## src/rtl/cla_addsub_pipe.sv

```systemverilog
// Two-stage pipelined carry-lookahead adder/subtractor with valid/ready handshaking.
// Stage 1 registers bit and group propagate/generate terms; stage 2 resolves carries and registers the result.
module cla_addsub_pipe #(
  parameter int unsigned WIDTH = 32,
  parameter int unsigned GROUP = 4,
  localparam int unsigned NG = WIDTH / GROUP
) (
  input  logic             clk,
  input  logic             rst_n,
  input  logic             i_valid,
  output logic             o_ready,
  input  logic [WIDTH-1:0] i_a,
  input  logic [WIDTH-1:0] i_b,
  input  logic             i_sub,
  input  logic             i_cin,
  output logic             o_valid,
  input  logic             i_ready,
  output logic [WIDTH-1:0] o_sum,
  output logic             o_cout,
  output logic             o_ovf,
  output logic             o_zero,
  output logic [NG-1:0]    o_P,
  output logic [NG-1:0]    o_G
);

  if ((WIDTH % GROUP) != 0 || WIDTH < 4 || GROUP == 0) begin : g_param_check
    $error("cla_addsub_pipe: WIDTH must be a multiple of GROUP and at least 4");
  end

  logic s1_load;
  logic s2_load;

  // Stage 1 operand preparation
  logic [WIDTH-1:0] b_eff;
  logic [WIDTH-1:0] p_c;
  logic [WIDTH-1:0] g_c;
  logic             c0_c;
  logic [NG-1:0]    gp_c;
  logic [NG-1:0]    gg_c;

  // Stage 1 registers
  logic             s1_valid;
  logic [WIDTH-1:0] s1_p;
  logic [WIDTH-1:0] s1_g;
  logic             s1_c0;
  logic [NG-1:0]    s1_gp;
  logic [NG-1:0]    s1_gg;

  // Stage 2 carry resolution
  logic [NG-1:0]    grp_cin_c;
  logic [WIDTH-1:0] bit_cin_c;
  logic [WIDTH-1:0] sum_c;
  logic             cout_c;
  logic             ovf_c;

  assign s2_load = !o_valid || i_ready;
  assign s1_load = !s1_valid || s2_load;
  assign o_ready = s1_load;

  // Bit and group propagate/generate of the effective operands
  always_comb begin
    logic gen;
    logic prop;
    gen   = 1'b0;
    prop  = 1'b1;
    b_eff = i_sub ? ~i_b : i_b;
    p_c   = i_a ^ b_eff;
    g_c   = i_a & b_eff;
    c0_c  = i_cin ^ i_sub;
    gp_c  = '0;
    gg_c  = '0;
    for (int k = 0; k < NG; k++) begin
      gen  = 1'b0;
      prop = 1'b1;
      for (int j = 0; j < GROUP; j++) begin
        gen  = g_c[k*GROUP + j] | (p_c[k*GROUP + j] & gen);
        prop = prop & p_c[k*GROUP + j];
      end
      gp_c[k] = prop;
      gg_c[k] = gen;
    end
  end

  always_ff @(posedge clk or negedge rst_n) begin
    if (!rst_n) begin
      s1_valid <= 1'b0;
      s1_p     <= '0;
      s1_g     <= '0;
      s1_c0    <= 1'b0;
      s1_gp    <= '0;
      s1_gg    <= '0;
    end else if (s1_load) begin
      s1_valid <= i_valid;
      if (i_valid) begin
        s1_p  <= p_c;
        s1_g  <= g_c;
        s1_c0 <= c0_c;
        s1_gp <= gp_c;
        s1_gg <= gg_c;
      end
    end
  end

  // Group carries by lookahead, then ripple within each group from its group carry
  always_comb begin
    logic gc;
    logic bc;
    gc        = s1_c0;
    bc        = 1'b0;
    grp_cin_c = '0;
    bit_cin_c = '0;
    for (int k = 0; k < NG; k++) begin
      grp_cin_c[k] = gc;
      gc = s1_gg[k] | (s1_gp[k] & gc);
    end
    for (int k = 0; k < NG; k++) begin
      bc = grp_cin_c[k];
      for (int j = 0; j < GROUP; j++) begin
        bit_cin_c[k*GROUP + j] = bc;
        bc = s1_g[k*GROUP + j] | (s1_p[k*GROUP + j] & bc);
      end
    end
    cout_c = gc;
    sum_c  = s1_p ^ bit_cin_c;
    ovf_c  = bit_cin_c[WIDTH-1] ^ gc;
  end

  // Result registers hold their value whenever no new beat moves in
  always_ff @(posedge clk or negedge rst_n) begin
    if (!rst_n) begin
      o_valid <= 1'b0;
      o_sum   <= '0;
      o_cout  <= 1'b0;
      o_ovf   <= 1'b0;
      o_zero  <= 1'b0;
      o_P     <= '0;
      o_G     <= '0;
    end else if (s2_load) begin
      o_valid <= s1_valid;
      if (s1_valid) begin
        o_sum  <= sum_c;
        o_cout <= cout_c;
        o_ovf  <= ovf_c;
        o_zero <= ~|sum_c;
        o_P    <= s1_gp;
        o_G    <= s1_gg;
      end
    end
  end

endmodule

```

## config.mk

```make
export PLATFORM = sky130hd
export DESIGN_NAME = cla_addsub_pipe
export DESIGN_NICKNAME = d
export VERILOG_FILES = /design/src/rtl/cla_addsub_pipe.sv
export SDC_FILE = /design/constraint.sdc
export NUM_CORES = 1
export LEC_CHECK = 0
export CAP_MARGIN = 20
export CORE_ASPECT_RATIO = 0.5
export CORE_MARGIN = 3
export CORE_UTILIZATION = 30
export DETAILED_ROUTE_END_ITERATION = 8
export PLACE_DENSITY = 0.51
export SLEW_MARGIN = 40
export SYNTH_ARGS = -nofsm -noshare
export SYNTH_HDL_FRONTEND = slang
export SYNTH_SLANG_ARGS = --single-unit
```

## constraint.sdc

```tcl
create_clock -name clk -period 4.5 [get_ports clk]
set_clock_uncertainty 0.2 [all_clocks]
set_input_delay 1.125 -clock clk [delete_from_list [all_inputs] [get_ports clk]]
set_output_delay 1.125 -clock clk [all_outputs]
set_load 0.01 [all_outputs]
```

==> summary.md <==
| Metric | Value |
|---|---|
| Max Root-Sink Buffers | 2 |
| Total power | 4.65 mW |
| CTS Hold Bufs | 0 |
| Starting Density | 0.313 |
| Worst Tran Pin Value | 0.771 ns |
| Mean Syn Cell Area | 12.9 um^2 |
| Worst setup EP type | flop |
| Switching Fraction | 0.282 |
| Synthesized area | 6220 um^2 |
| Combinational share of power | 0.295 |
| Synth Flop Type | dfrtp_1 |
| Syn Inst Count | 484 |
| Fin Setup TNS | 0 ns |
| Clock-pin slew on the worst setup and hold paths | 0.06 ns |
| Reg power frac | 0.354 |
| WHS Endpoint | o_sum[7] |
| Yosys reg bits | 126 |
| Setup CP Type | reg2reg |
| Final WS setup | 0.422 ns |
| Sequential Area | 3150 um^2 |
| Mapped Nets | 610 |
| Post-synthesis mux area share | 0.176 |
| Crit Path Max Fanout | 4 |
| Hold Path Class | reg2reg |
| Seq/Total Area, Yosys | 0.507 |
| H-tree depth | 4 |
| Routed wire length | 15100 um |
| RR Startpoint | s1_c0 |
| Root Driver | clkbuf_16 |
| Vias | 4070 |
| Synth Area in Adders | 0.113 |
| Clock Power Share | 0.352 |
| Fmax achieved | 245 MHz |
| # fillers | 1913 |
| Area after DPL | 7790 um^2 |
| Slowest CP cell | nor4_1 |
| Largest family of logic cells by synthesized area | multiplexers |
| Cells after DPL | 861 |
| Final Slew Violations | 0 |
| Synth async-reset ratio | 1.00 |
| Largest net degree at the start of global routing | 75 |
| CP Launch Type | flop |
| Total congestion overflow | 0 |
| Peak supply drop | 0.203 mV |
| DR DRC count | 0 |
| Post-CTS Setup Inserts | 0 |
| Diode count | 0 |
| Vias per cell | 4.56 |
| Post-Synth XOR/XNOR Area | 0.0627 |
| I/O pin count | 123 |
| Number of flops mapped to enable cells by yosys | 0 |
| Drt initial violations | 102 |
| CTS tree | yes |
| Die Y | 108 um |
| PortBufs | 122 |
| Worst Path Required | 4.63 ns |
| Commonest non-fill, non-tap cell in the layout | dfrtp_1 |
| Hold_sp | o_sum[7] |
| Yosys warning total | 0 |
| PD cells | 548 nW/um^2 |
| Clock Latency Late Sink | 0.41 ns |
| P_sw | 1.31 mW |
| Int Pwr | 3.34 mW |
| Hold Crit Depth | 2 |
| Inserted Clock Buffers | 17 |
| Final Cell Area | 8490 um^2 |
| Worst R2R Path Depth | 13 |
| Crit Reg-Reg Endpoint | o_zero |
| Cells resized by post-CTS repair | 0 |
| Vias in the first global route | 4399 |
| CP peak stage delay | 0.57 ns |
| Max cap viols | 0 |
| Post-route clock period utilization | 0.906 |
| CP most frequent cell | ha_1 |
| Unrepaired setup endpoints after global routing | false |
| Final net count | 740 |
| Worst EP arrival | 4.21 ns |
| Leak Pwr | 3.88 nW |
| FF-to-FF setup slack | 0.42 ns |
| Remaining antenna violation count | 0 |
| Critical-path cell list | a211oi_1 -> o21a_1 -> nor2_1 -> a21o_1 -> ha_1 -> or2_2 -> ha_1 -> or2_2 -> ha_1 -> nor4_1 -> nand2_1 -> or4_4 -> o21ai_2 |
| TritonRoute pass-1 iters | 4 |
| First-pass GRT wire length | 24200 um |
| Max-slew headroom | 0.484 |
| Compound-Gate Fraction of Synth Area | 0.0629 |
| Count of final hold-check violations | 0 |
| Cell variety after synth | 28 |
| Area of the multi-input gates | 2990 um^2 |
| Layout cells sized above 1 | 0.259 |
| CORE AREA | 19900 um^2 |
| Die area | 22600 um^2 |
| Initial antenna violation count | 0 |
| Place WS | 0.440 ns |
| Status | finished clean |
| Min Tclk post-route | 4.08 ns |
| # setup viols final | 0 |
| Tot GR Track Use | 0.139 |
| Post-Synth Simple-Gate Area | 0.0654 |
| WL/cell | 16.9 um |
| DPL Wire Length | 11500 um |
| Most frequent cells in the layout | 126 x dfrtp_1, 120 x clkdlybuf4s50_1, 97 x mux2_2 |
| Non-filler cells, final | 892 |
| Die X | 210 um |
| Final weighted congestion in routability-driven placement | 0.750 |
| Rows | 36 |
| CTS Sinks | 126 |
| Area growth syn-to-layout | 36.4% |
==> sequential cells by signal, summed over array words and instances, names as in the netlist, 8 cells and up <==
| register | count |
|---|---|
| o_G | 8 |
| o_P | 8 |
| o_sum | 32 |
| s1_g | 24 |
| s1_gg | 8 |
| s1_gp | 8 |
| s1_p | 32 |
==> metrics by stage <==
stage                     utilization  hold slack (ns)
final                           0.426            0.280
after global routing            0.426            0.323
after CTS                       0.426            0.289
after detailed placement        0.391            0.276
after global placement          0.391            0.262
after floorplan                     -            0.257
==> cells in the mapped netlist (all sizes together) (2+ instances only) <==
master,instances,area [um^2]
nand2b,3,18.8
or2,16,100
ha,56,701
a21oi,9,45.0
mux2,97,1090
nand2,30,113
a21o,22,165
nand4,11,68.8
nor4,6,37.5
o21ai,28,144
clkbuf,6,22.5
xor2,41,382
nor2,10,40.0
buf,13,65.1
dfrtp,126,3150
o21a,2,15.0
==> worst max-delay path by stage <==
stage          startpoint  endpoint  slack, ns  depth (start not counted)
3_5_place_dp        s1_c0    o_zero       0.44                         13
3_3_place_gp        s1_c0    o_zero       0.43                         13
6_report            s1_c0    o_zero       0.42                         13
2_1_floorplan       s1_c0    o_zero       0.94                         15
5_1_grt             s1_c0    o_zero       0.26                         13
4_1_cts             s1_c0    o_zero       0.41                         13
==> power by group through the flow <==
stage               clock [mW]  combinational [mW]  sequential, mW
finish                    1.63                1.37            1.64
global route              1.73                1.51            1.69
CTS                       1.67                1.40            1.66
detailed placement           0                1.39            1.67
global placement             0                1.39            1.67
floorplan                    0               0.621            1.69
==> cells by family after synthesis <==
logic type	after synthesis
mux	97
flops	126
simple gates	80
buf+inv	19
fa+ha+maj	56
compound gates	64
xor+xnor	42
==> metal layers <==
metal	track usage	routed length [um]	vias to the layer above
met1	0.191	7660	2021
met4	0.0301	71	0
met3	0.0373	515	5
met2	0.221	6830	52
li1	-	-	1992
met5	0	0	-
==> critical path, delay by kind of cell (launching register included) <==
family | cells | cell delay, ns
compound gates | 4 | 0.94
simple gates | 6 | 1.74
flops | 1 | 0.41
fa+ha+maj | 3 | 0.70
==> area by class of cell <==
cell class                      count  share of cell area
Timing Repair Buffer              130               0.154
Clock inverter                     13              0.0308
Tap cell                          266              0.0392
Clock buffer                       18              0.0517
Multi-Input combinational cell    339               0.352
Sequential cell                   126               0.371
(Power assumes the default switching activity.)
==> patch 1, RTL diff (config.mk and constraints unchanged) <==
The parameter `WIDTH` goes from 32 to 16.
--- a/src/rtl/cla_addsub_pipe.sv
+++ b/src/rtl/cla_addsub_pipe.sv
@@ -1,7 +1,7 @@
 // Two-stage pipelined carry-lookahead adder/subtractor with valid/ready handshaking.
 // Stage 1 registers bit and group propagate/generate terms; stage 2 resolves carries and registers the result.
 module cla_addsub_pipe #(
-  parameter int unsigned WIDTH = 32,
+  parameter int unsigned WIDTH = 16,
   parameter int unsigned GROUP = 4,
   localparam int unsigned NG = WIDTH / GROUP
 ) (
Interface: changed (5 resized); port bits go from 123 to 67. No check against the original RTL was run, so the function may have changed too.
==> patch 1 against the original RTL <==
  * Routed wire length fell by 54%
  * Sequential share of layout area rose by 0.93 points
  * Synthesized cell count fell by 48%
  * Setup slack improved by 0.45 ns
  * Sequential power fell by 48%
  * Sequential cell count fell by 60
  * Global-route usage fell by 1.5 points
  * Total power fell by 52%
  * Area after synthesis fell by 47%
  * Via count fell by 48%
  * Clock power fell by 57%
  * Final area fell by 49%
  * Critical path type is now input port to output pin
  * Critical endpoint is now o_ready
  * Largest power group unchanged
==> patch 1: results (changes against the original RTL) <==
INFO  metric drt_iter0_drc = 41 (-60%)
INFO  metric clock_latency = 0.33 ns (-0.08 ns)
INFO  metric synthesis.instances = 253 (-48%)
INFO  metric worst_r2r_path_depth = 10 (-3)
INFO  metric globalplace.congestion = 0.725 (-3.4%)
INFO  metric final_nets = 389 (-47%)
INFO  metric dpl.cell_count = 452 (-48%)
INFO  metric io_buffers = 66 (-46%)
INFO  metric worst-r2r-setup-slack = 1.31 ns (+0.89 ns)
INFO  metric ctsHtreeMaxLevel = 3 (-1)
INFO  metric yosysSeqAreaShare = 0.504 (-0.00234)
INFO  metric post-dp-hpwl = 5.25 mm (-54%)
INFO  metric grt_pass1_wl = 11.7 mm (-52%)
INFO  metric dr_wl_met3 = 305 um (-41%)
INFO  metric detailroute.via_count = 2,109 (-48%)
INFO  metric run_status = finished, final reports clean
INFO  metric synth_nets = 319 (-48%)
INFO  metric layout_cell_share_with_drive_strength_beyond_1 = 0.172 (-0.0870)
INFO  metric cpMaxStageDelayCell = sky130_fd_sc_hd__clkdlybuf4s50_1
INFO  metric worstPathMaxFanout = 3 (-1)
INFO  metric die_x = 154 um (-27%)
INFO  metric netlist_top_cells_count = sky130_fd_sc_hd__dfrtp_1 (66), sky130_fd_sc_hd__ha_1 (28), sky130_fd_sc_hd__mux2_2 (27)
INFO  metric numCtsBuffers = 9 (-8)
INFO  metric max_rail_drop_vdd = 0.000154 V (-24%)
INFO  metric routed-wl-met2 = 3.11 mm (-55%)
INFO  metric static-leakage-power = 1.98 nW (-49%)
INFO  metric reg.largest.list = o_sum: 16 flops, s1_p: 16 flops, s1_g: 12 flops
INFO  metric final.fill_count = 1,013 (-47%)
INFO  metric instances_no_fill = 466 (-48%)
-- patch 1: kinds of logic after synthesis --
logic type	after synthesis	synth area share
adders and majority gates	28	0.107
muxes	49	0.168
buffers and inverters	9	0.0233
AOI/OAI and AO/OA	34	0.0634
and+or+nand+nor	46	0.0776
DFF	66	0.504
xor gates and xnor gates	21	0.0562
-- patch 1: worst paths after layout --
kind	from	to
min in group asynchronous	rst_n	s1_p[7]
min reg2reg	o_cout	o_cout
min	o_cout	o_cout
max	i_ready	o_ready
max reg2reg	s1_c0	o_zero
max in group asynchronous	rst_n	s1_gp[0]
-- patch 1: worst reg2reg max path, stage by stage, from the launching register on --
cell	delay [ns]
sky130_fd_sc_hd__dfrtp_1	0.40
sky130_fd_sc_hd__a21o_1	0.23
sky130_fd_sc_hd__a31o_2	0.31
sky130_fd_sc_hd__ha_1	0.18
sky130_fd_sc_hd__or2_2	0.27
sky130_fd_sc_hd__ha_1	0.17
sky130_fd_sc_hd__or2_2	0.27
sky130_fd_sc_hd__ha_1	0.31
sky130_fd_sc_hd__nor4_1	0.31
sky130_fd_sc_hd__nand3_1	0.22
sky130_fd_sc_hd__o31ai_1	0.23
-- patch 1: routing by layer --
metal | GRT usage | vias up
met4 | 0.0476 | 0
li1 | - | 1039
met5 | 0 | -
met3 | 0.0428 | 8
met2 | 0.184 | 37
met1 | 0.168 | 1025
-- patch 1: final cells by class --
cell class	instances	area (um^2)	share of cell area
repair buffers	68	671	0.155
flip-flops and latches	66	1650	0.381
clock inverters	2	37.5	0.00865
well taps	140	175	0.0404
multi-input cells	178	1550	0.357
clock buffers	12	256	0.0591
-- patch 1: power breakdown --
part,total (W),switching [W],internal [W]
Combinational,0.000684,0.000293,0.000391
Sequential,0.000845,0.0000928,0.000752
Clock,0.000695,0.000242,0.000452
Total,0.00222,0.000628,0.00160
-- patch 1: through the flow --
step	instance area, um^2	worst slack (ns)	utilization
CTS	4340	0.857	0.417
floorplan	3270	1.67	-
global route	4340	0.819	0.417
finish	4340	0.868	0.417
global placement	4040	0.876	0.388
detailed placement	4040	0.863	0.388
==> patch 2, RTL diff (same settings) <==
Made on the original files. Put one more register stage on the output `o_ovf`, cleared by the reset. The value now appears one clock later. The other outputs are not delayed to match.
--- a/src/rtl/cla_addsub_pipe.sv
+++ b/src/rtl/cla_addsub_pipe.sv
@@ -22,6 +22,8 @@
   output logic [NG-1:0]    o_P,
   output logic [NG-1:0]    o_G
 );
+
+  logic o_ovf_s0;
 
   if ((WIDTH % GROUP) != 0 || WIDTH < 4 || GROUP == 0) begin : g_param_check
     $error("cla_addsub_pipe: WIDTH must be a multiple of GROUP and at least 4");
@@ -131,7 +133,7 @@
       o_valid <= 1'b0;
       o_sum   <= '0;
       o_cout  <= 1'b0;
-      o_ovf   <= 1'b0;
+      o_ovf_s0 <= 1'b0;
       o_zero  <= 1'b0;
       o_P     <= '0;
       o_G     <= '0;
@@ -140,7 +142,7 @@
       if (s1_valid) begin
         o_sum  <= sum_c;
         o_cout <= cout_c;
-        o_ovf  <= ovf_c;
+        o_ovf_s0 <= ovf_c;
         o_zero <= ~|sum_c;
         o_P    <= s1_gp;
         o_G    <= s1_gg;
@@ -148,5 +150,13 @@
     end
   end
 
+  always_ff @(posedge clk or negedge rst_n) begin
+    if (!rst_n) begin
+      o_ovf <= '0;
+    end else begin
+      o_ovf <= o_ovf_s0;
+    end
+  end
+
 endmodule
 
Formal check against the unedited RTL: not equivalent (Yosys sat finds a counterexample within 4 cycles, from zero or initial values and one cycle with rst_n low).
==> patch 2 against the original RTL <==
  * Routed wire length rose by 1.6%
  * Setup slack improved by 0.13 ns
  * Critical path depth rose by 2
  * Clock power fell by 6%
  * Final area barely moved
  * Total power fell by 1.4%
  * Sequential cell count rose by 1
  * Area after synthesis rose by 0.48%
  * Utilization fell by 0.12 points
  * Critical endpoint unchanged
  * Largest cell class unchanged
==> patch 2: results (changes against the original RTL) <==
INFO  metric run_status = finished, final reports clean
INFO  metric post-dp-hpwl = 11.8 mm (+2.3%)
INFO  metric yosysSeqAreaShare = 0.508 (+0.00157)
INFO  metric cpMaxStageDelayCell = sky130_fd_sc_hd__or4_4
INFO  metric final.fill_count = 1,902 (-0.58%)
INFO  metric detail_route.wl_per_cell = 17.1 um (+1.4%)
INFO  metric grt_pass1_wl = 24.1 mm (-0.14%)
INFO  metric drt_iter0_drc = 137 (+34%)
INFO  metric place_ws = 0.556 ns (+0.116 ns)
INFO  metric syn_avg_cell_area = 12.9 um^2 (+0.28%)
INFO  metric critical-path-max-stage-delay = 0.53 ns (-0.04 ns)
INFO  metric yosysUniqueCellTypes = 28 (unchanged)
INFO  metric dpl.cell_count = 862 (+0.12%)
INFO  metric post_dp_cell_area = 0.00782 mm^2 (+0.43%)
INFO  metric worstPathMaxFanout = 4 (unchanged)
INFO  metric final_nets = 741 (+0.14%)
INFO  metric relSlewSlack = 0.579 (+0.0951)
INFO  metric max_rail_drop_vdd = 0.000204 V (+0.48%)
INFO  metric netlist_top_cells_count = sky130_fd_sc_hd__dfrtp_1 (127), sky130_fd_sc_hd__mux2_2 (97), sky130_fd_sc_hd__ha_1 (56)
INFO  metric grt_pass1_vias = 4,262 (-3.1%)
INFO  metric globalplace.congestion = 0.755 (+0.64%)
INFO  metric grt.total_usage = 0.140 (+0.000978)
INFO  metric detailroute.via_count = 4,056 (-0.34%)
INFO  metric synth_nets = 611 (+0.16%)
INFO  metric static-leakage-power = 3.86 nW (-0.36%)
INFO  metric crit_arrival = 4.10 ns (-0.11 ns)
INFO  metric instances_no_fill = 894 (+0.22%)
INFO  metric layout_cell_share_with_drive_strength_beyond_1 = 0.261 (+0.00236)
INFO  metric post_synth_main_area_contributors = sky130_fd_sc_hd__dfrtp_1 (51%), sky130_fd_sc_hd__mux2_2 (17%), sky130_fd_sc_hd__ha_1 (11%)
INFO  metric grt_max_degree = 66 (-12%)
==> patch 2: final cells by class <==
| class | instances | area (um^2) | area share |
|---|---|---|---|
| Sequential cell | 127 | 3180 | 0.375 |
| Multi-Input combinational cell | 339 | 3000 | 0.353 |
| Timing Repair Buffer | 130 | 1320 | 0.155 |
| Clock buffer | 19 | 453 | 0.0534 |
| Tap cell | 266 | 333 | 0.0392 |
| Clock inverter | 13 | 210 | 0.0248 |
==> patch 2: routing by layer <==
layer | global-route usage | routed length, um | part of all wire
met1 | 0.194 | 7600 | 0.50
met2 | 0.221 | 7110 | 0.46
met3 | 0.0322 | 472 | 0.031
met4 | 0.0404 | 137 | 0.0089
met5 | 0 | 0 | 0
==> patch 2: final timing paths <==
| check | end | from | slack (ns) | cells past startpoint |
|---|---|---|---|---|
| max in group asynchronous | s1_gg[1] | rst_n | 2.87 | 2 |
| setup reg to reg | o_zero | s1_c0 | 0.55 | 15 |
| setup / recovery | o_zero | s1_c0 | 0.55 | 15 |
| min in group asynchronous | o_sum[2] | rst_n | 0.49 | 1 |
| hold reg to reg | o_ovf | o_ovf_s0 | 0.18 | 0 |
| hold / removal | o_ovf | o_ovf_s0 | 0.18 | 0 |
==> patch 2: cells by family after synthesis <==
logic type | count (synthesis) | share of synthesized area
flops | 127 | 0.508
buf+inv | 19 | 0.0140
fa+ha+maj | 56 | 0.112
simple gates | 80 | 0.0650
xor+xnor | 42 | 0.0624
compound gates | 64 | 0.0634
mux | 97 | 0.175
==> patch 2: report_power, final <==
group / leakage [nW] / total (W) / internal, W / switching, W
Sequential: 1.57 / 0.00166 / 0.00145 / 0.000203
Combinational: 1.99 / 0.00139 / 0.000790 / 0.000601
Clock: 0.308 / 0.00154 / 0.00101 / 0.000524
Total: 3.86 / 0.00459 / 0.00326 / 0.00133
